**src/rtl/breakout_input_pkg.sv**
```systemverilog
// ============================================================================
// Module   : breakout_input_pkg
// Purpose  : Shared debounce-state encoding and button index constants.
// Options  : BUTTON_CONDITIONER_AUTOREPEAT_EN (used by button_debouncer)
// Revision : 1.0 - initial release
// ============================================================================
`default_nettype none

package breakout_input_pkg;

  typedef enum logic [1:0] {
    RELEASED        = 2'd0,
    PRESS_PENDING   = 2'd1,
    PRESSED         = 2'd2,
    RELEASE_PENDING = 2'd3
  } db_state_e;

  localparam int BTN_IDX_LEFT  = 0;
  localparam int BTN_IDX_RIGHT = 1;
  localparam int BTN_IDX_A     = 2;
  localparam int BTN_IDX_B     = 3;

endpackage

`default_nettype wire

```
**src/rtl/button_debouncer.sv**
```systemverilog
// ============================================================================
// Module   : button_debouncer
// Purpose  : One button channel: 2-flop synchroniser, debounce FSM, press
//            pulse and, with BUTTON_CONDITIONER_AUTOREPEAT_EN, auto-repeat.
// Revision : 1.0 - initial release
// ============================================================================
`default_nettype none

module button_debouncer
  import breakout_input_pkg::*;
#(
  parameter int DEBOUNCE_CYCLES = 400000
`ifdef BUTTON_CONDITIONER_AUTOREPEAT_EN
  ,
  parameter int REPEAT_DELAY  = 16000000,
  parameter int REPEAT_PERIOD = 4000000
`endif
) (
  input  logic clk_i,
  input  logic rst_i,
  input  logic raw_i,
  output logic level_o,
  output logic press_o
);

  localparam int c_CNT_W = $clog2(DEBOUNCE_CYCLES);
  localparam logic [c_CNT_W-1:0] c_CNT_LAST = c_CNT_W'(DEBOUNCE_CYCLES - 1);

  logic [1:0]         sync_q;
  db_state_e          state_q;
  logic [c_CNT_W-1:0] cnt_q;
  logic               level_q;
  logic               press_q;
  logic               w_s;

  assign w_s = sync_q[1];

  always_ff @(posedge clk_i) begin
    if (rst_i) begin
      sync_q  <= 2'b00;
      state_q <= RELEASED;
      cnt_q   <= '0;
      level_q <= 1'b0;
      press_q <= 1'b0;
    end else begin
      sync_q  <= {sync_q[0], raw_i};
      press_q <= 1'b0;
      case (state_q)
        RELEASED: begin
          if (w_s) begin
            state_q <= PRESS_PENDING;
            cnt_q   <= '0;
          end
        end
        PRESS_PENDING: begin
          if (!w_s) begin
            state_q <= RELEASED;
          end else if (cnt_q == c_CNT_LAST) begin
            state_q <= PRESSED;
            level_q <= 1'b1;
            press_q <= 1'b1;
          end else begin
            cnt_q <= cnt_q + 1'b1;
          end
        end
        PRESSED: begin
          if (!w_s) begin
            state_q <= RELEASE_PENDING;
            cnt_q   <= '0;
          end
        end
        RELEASE_PENDING: begin
          if (w_s) begin
            state_q <= PRESSED;
          end else if (cnt_q == c_CNT_LAST) begin
            state_q <= RELEASED;
            level_q <= 1'b0;
          end else begin
            cnt_q <= cnt_q + 1'b1;
          end
        end
        default: state_q <= RELEASED;
      endcase
    end
  end

  assign level_o = level_q;

`ifdef BUTTON_CONDITIONER_AUTOREPEAT_EN
  localparam int c_REP_W = $clog2(REPEAT_DELAY);
  localparam logic [c_REP_W-1:0] c_REP_LAST   = c_REP_W'(REPEAT_DELAY - 1);
  localparam logic [c_REP_W-1:0] c_REP_RELOAD = c_REP_W'(REPEAT_DELAY - REPEAT_PERIOD);

  logic [c_REP_W-1:0] rcnt_q;
  logic               rep_q;

  // The count keeps running through a pending release, but a repeat only
  // fires while the button is still seen held, so letting go stops repeats.
  always_ff @(posedge clk_i) begin
    if (rst_i) begin
      rcnt_q <= '0;
      rep_q  <= 1'b0;
    end else begin
      rep_q <= 1'b0;
      if (state_q == RELEASED || state_q == PRESS_PENDING) begin
        rcnt_q <= '0;
      end else if (state_q == PRESSED && w_s && rcnt_q == c_REP_LAST) begin
        rep_q  <= 1'b1;
        rcnt_q <= c_REP_RELOAD;
      end else if (rcnt_q != c_REP_LAST) begin
        rcnt_q <= rcnt_q + 1'b1;
      end
    end
  end

  assign press_o = press_q | rep_q;
`else
  assign press_o = press_q;
`endif

endmodule

`default_nettype wire

```
**src/rtl/button_conditioner.sv**
```systemverilog
// ============================================================================
// Module   : button_conditioner
// Purpose  : N debounced button channels plus a per-frame sticky snapshot of
//            presses. Option: BUTTON_CONDITIONER_AUTOREPEAT_EN.
// Revision : 1.0 - initial release
// ============================================================================
`default_nettype none

module button_conditioner
  import breakout_input_pkg::*;
#(
  parameter int N_BUTTONS       = 4,
  parameter int DEBOUNCE_CYCLES = 400000
`ifdef BUTTON_CONDITIONER_AUTOREPEAT_EN
  ,
  parameter int REPEAT_DELAY  = 16000000,
  parameter int REPEAT_PERIOD = 4000000
`endif
) (
  input  logic                 CLK,
  input  logic                 RST,
  input  logic [N_BUTTONS-1:0] BTN_RAW,
  input  logic                 FRAME_TICK,
  output logic [N_BUTTONS-1:0] BTN_LEVEL,
  output logic [N_BUTTONS-1:0] BTN_PRESS,
  output logic [N_BUTTONS-1:0] FRAME_PRESSES
);

  logic [N_BUTTONS-1:0] w_level;
  logic [N_BUTTONS-1:0] w_press;
  logic [N_BUTTONS-1:0] acc_q, acc_d;
  logic [N_BUTTONS-1:0] frame_q, frame_d;

  for (genvar g = 0; g < N_BUTTONS; g++) begin : g_chan
    button_debouncer #(
      .DEBOUNCE_CYCLES(DEBOUNCE_CYCLES)
`ifdef BUTTON_CONDITIONER_AUTOREPEAT_EN
      ,
      .REPEAT_DELAY   (REPEAT_DELAY),
      .REPEAT_PERIOD  (REPEAT_PERIOD)
`endif
    ) u_db (
      .clk_i  (CLK),
      .rst_i  (RST),
      .raw_i  (BTN_RAW[g]),
      .level_o(w_level[g]),
      .press_o(w_press[g])
    );
  end

  // A press landing in the tick cycle is folded into the frame being closed.
  always_comb begin
    acc_d   = acc_q | w_press;
    frame_d = frame_q;
    if (FRAME_TICK) begin
      frame_d = acc_q | w_press;
      acc_d   = '0;
    end
  end

  always_ff @(posedge CLK) begin
    if (RST) begin
      acc_q   <= '0;
      frame_q <= '0;
    end else begin
      acc_q   <= acc_d;
      frame_q <= frame_d;
    end
  end

  assign BTN_LEVEL     = w_level;
  assign BTN_PRESS     = w_press;
  assign FRAME_PRESSES = frame_q;

endmodule

`default_nettype wire

```
**config.mk**
```make
export PLATFORM = sky130hd
export DESIGN_NAME = button_conditioner
export DESIGN_NICKNAME = d
export VERILOG_FILES = /design/src/rtl/breakout_input_pkg.sv /design/src/rtl/button_debouncer.sv /design/src/rtl/button_conditioner.sv
export SDC_FILE = /design/constraint.sdc
export NUM_CORES = 1
export LEC_CHECK = 0
export ABC_AREA = 1
export CAP_MARGIN = 20
export CORE_MARGIN = 3
export CORE_UTILIZATION = 40
export CTS_BUF_LIST = sky130_fd_sc_hd__clkbuf_8
export CTS_CLUSTER_SIZE = 14
export DETAILED_ROUTE_END_ITERATION = 16
export PLACE_DENSITY = 0.53
export SETUP_SLACK_MARGIN = 0.3
export SYNTH_ARGS = -nofsm -noshare
export SYNTH_HDL_FRONTEND = slang
export SYNTH_SLANG_ARGS = --single-unit
```
**constraint.sdc**
```tcl
create_clock -name CLK -period 5.38 [get_ports CLK]
set_clock_uncertainty 0.15 [all_clocks]
set_input_delay 1.076 -clock CLK [delete_from_list [all_inputs] [get_ports CLK]]
set_output_delay 1.076 -clock CLK [all_outputs]
set_load 0.02 [all_outputs]
```
==> run_results.csv <==
group,metric,value,unit
outcome,status,"finished, final reports clean",
final_layout,layout_commonest_cell,"nand2_1",
timing,post-route-period-util,0.487,
routing,drcViolationCount,0,
global_route,grt_remaining_overflow,0,
synthesis,synth_area_per_cell,6.40,um2
critical_path,end_kind,"primary output",
synthesis,yosysUniqueCellTypes,37,
critical_path,cp-startpoint,"g_chan[3].u_db.press_o",
global_route,antenna_found_initial,0,
timing,fin_ws,2.76,ns
power,pwr_density_cell,214,nW/um2
timing,timing.fmax,0.382,GHz
clock_network,numCtsBuffers,9,
final_layout,area_growth,6.58,%
place,dpl.hpwl,10000,um
timing,finalSetupViolations,0,
final_layout,utilization,0.440,
timing,fin_crit,2.62,ns
synthesis,syn_nets,956,
critical_path,cp_top_family,"buffers and inverters",
floorplanning,rows,44,
critical_path,cp_num_buf_inv,1,
routing,avgViaCountPerCell,4.85,
place,dp_slack,2.72,ns
routing,drt_first_iter_violations,321,
critical_path,ff2ff_path_depth,9,
floorplanning,die-width,129,um
critical_path,crit_end,"BTN_PRESS[3]",
floorplanning,initial_core_util,0.413,
critical_path,critPathKind,"reg2out",
final_layout,fill_cells,1614,
clock_network,clk_pin_slew,0.10,ns
critical_path,cp.depth,1,
final_layout,drive_gt1_frac,0.0676,
global_route,grt_usage,0.181,
critical_path,r2r-start,"g_chan[1].u_db.cnt_q[0]",
clock_network,clk_latency,0.39,ns
clock_network,postCtsSetupBuffers,0,
critical_path,start_kind,"flop",
floorplanning,ios,19,
clock_network,tritoncts,"done",
global_route,grt_max_degree,65,
clock_network,root_buffer,"clkbuf_8",
place,placed_cells,1116,
global_route,grt_first_pass_wirelength,24700,um
final_layout,post_layout_nonfiller_instances,1131,
timing,fin_hold_ws,0.259,ns
critical_path,critPathMaxFanout,2,
synthesis,synthCells,945,
timing,hold_viol,0,
clock_network,htreeDepth,3,
critical_path,crit_arrival,1.39,ns
critical_path,crit_required,4.15,ns
power,total_leakage_power,2.24,nW
clock_network,cts-resized-gates,0,
critical_path,r2r_end,"g_chan[1].u_db.cnt_q[2]",
timing,relSlewSlack,0.403,
clock_network,clock-sinks,108,
place,gp_congestion,0.815,
synthesis,synth_warnings,0,
critical_path,crit_path_max_incr_delay,0.62,ns
job,drv_cap,0,
synthesis,synth_area,6050,um2
routing,wl,14200,um
routing,vias,5490,
synthesis,yosysSeqAreaShare,0.358,
timing,drv_slew,0,
place,port_buffers,18,
critical_path,cpMaxStageDelayCell,"clkdlybuf4s50_1",
routing,dr.pass1.iters,5,
timing,setup-tns-final,0,ns
clock_network,ctsHoldBuffers,0,
timing,worst_slew_pin_slew,0.895,ns
final_layout,fin_nets,954,
floorplanning,fp.dieH,129,um
timing,rsz0062_at_grt,"false",
floorplanning,dieArea,16600,um2
final_layout,insertedDiodeCount,0,
clock_network,clk_path_buf_depth,2,
routing,wire_per_inst,12.5,um
final_layout,mostFrequentLayoutCells,"nand2_1 (261), nor2_1 (153), dfxtp_1 (108), inv_1 (102), nand3_1 (72)",
routing,ant_nets,0,
min_path,min_path_type,"reg2reg",
critical_path,reg2reg_slack,2.91,ns
global_route,grt_pass1_vias,5047,
critical_path,crit_chain,"clkdlybuf4s50_1",
power,peakVddDrop,130,uV
synthesis,ys_ff_latch,108,
floorplanning,core-area,14600,um2
-- report_power, final --
| part | leakage (nW) | internal [mW] | switching, mW |
|---|---|---|---|
| Combinational | 1.27 | 0.0147 | 0.0414 |
| Sequential | 0.872 | 0.805 | 0.00660 |
| Clock | 0.0979 | 0.223 | 0.286 |
-- synthesized netlist by cell type --
library cell	number	share of area
nand2_1	261	0.16
nor2_1	153	0.095
dfxtp_1	108	0.36
inv_1	102	0.063
nand3_1	72	0.060
a21oi_1	57	0.047
nand4_1	34	0.035
nor3_1	22	0.018
o21ai_0	18	0.015
xor2_1	16	0.023
buf_4	12	0.015
a21oi_2	9	0.013
inv_2	9	0.0056
buf_2	7	0.0058
clkbuf_1	7	0.0043
nor2_2	7	0.0072
nand2_2	6	0.0062
nand3b_1	5	0.0062
xnor2_1	5	0.0072
ha_1	4	0.0083
nor2_4	4	0.0074
and2_1	3	0.0031
buf_1	3	0.0019
or2_2	3	0.0031
a211oi_1	2	0.0025
buf_6	2	0.0037
nand2_4	2	0.0037
nand3_2	2	0.0033
nor3_2	2	0.0033
buf_12	1	0.0033
clkinv_1	1	0.00062
clkinv_2	1	0.00083
nand3_4	1	0.0029
nand4_2	1	0.0021
o21ai_1	1	0.00083
o21bai_1	1	0.0012
o22ai_1	1	0.0010
-- worst min-delay path by stage --
| stage | from | end | slack, ns | cells after the start |
|---|---|---|---|---|
| 2_1_floorplan | g_chan[0].u_db.sync_q[0] | g_chan[0].u_db.sync_q[1] | 0.24 | 2 |
| 3_3_place_gp | g_chan[0].u_db.sync_q[0] | g_chan[0].u_db.sync_q[1] | 0.24 | 2 |
| 3_5_place_dp | g_chan[0].u_db.sync_q[0] | g_chan[0].u_db.sync_q[1] | 0.25 | 2 |
| 4_1_cts | g_chan[0].u_db.sync_q[0] | g_chan[0].u_db.sync_q[1] | 0.27 | 2 |
| 5_1_grt | g_chan[0].u_db.sync_q[0] | g_chan[0].u_db.sync_q[1] | 0.28 | 2 |
| 6_report | g_chan[0].u_db.sync_q[0] | g_chan[0].u_db.sync_q[1] | 0.26 | 2 |
-- flip-flops by register name, indices dropped and copies added, names as in the netlist, named ones only --
signal,flops
g_chan.u_db.cnt_q,76
g_chan.u_db.sync_q,8
FRAME_PRESSES,4
acc_q,4
g_chan.u_db.level_o,4
g_chan.u_db.press_o,4
g_chan.u_db.state_q,4
-- metrics by stage --
step,power (mW),cell area [um2]
global route,1.44,6440
floorplan,0.870,6050
detailed placement,0.887,6250
global placement,0.887,6250
CTS,1.41,6440
finish,1.38,6440
-- final cells by class --
class                           count  area [um2]  share of cell area
Tap cell                          184         230              0.0357
Multi-Input combinational cell    692        3250               0.505
Clock buffer                       10         138              0.0214
Timing Repair Buffer               19         183              0.0283
Inverter                          113         425              0.0660
Clock inverter                      5        52.6             0.00816
Sequential cell                   108        2160               0.336
-- per-layer routing --
layer / track usage / routed length [um] / up-vias
li1: - / - / 2997
met1: 0.257 / 7360 / 2408
met2: 0.284 / 6220 / 76
met3: 0.0394 / 484 / 9
met4: 0.0383 / 122 / 0
met5: 0 / 0 / -
-- cells by family (layout without fill, tap and decap cells) --
kind of cell               count (synthesis)  after routing  share of synthesized area
DFF                                      108            108                      0.358
and+or+nand+nor                          578            578                      0.419
xor gates and xnor gates                  21             21                     0.0304
buffers and inverters                    145            147                      0.104
AOI/OAI and AO/OA                         89             89                     0.0807
adders and majority gates                  4              4                    0.00828
No activity file was read; power rests on OpenSTA's default activity.
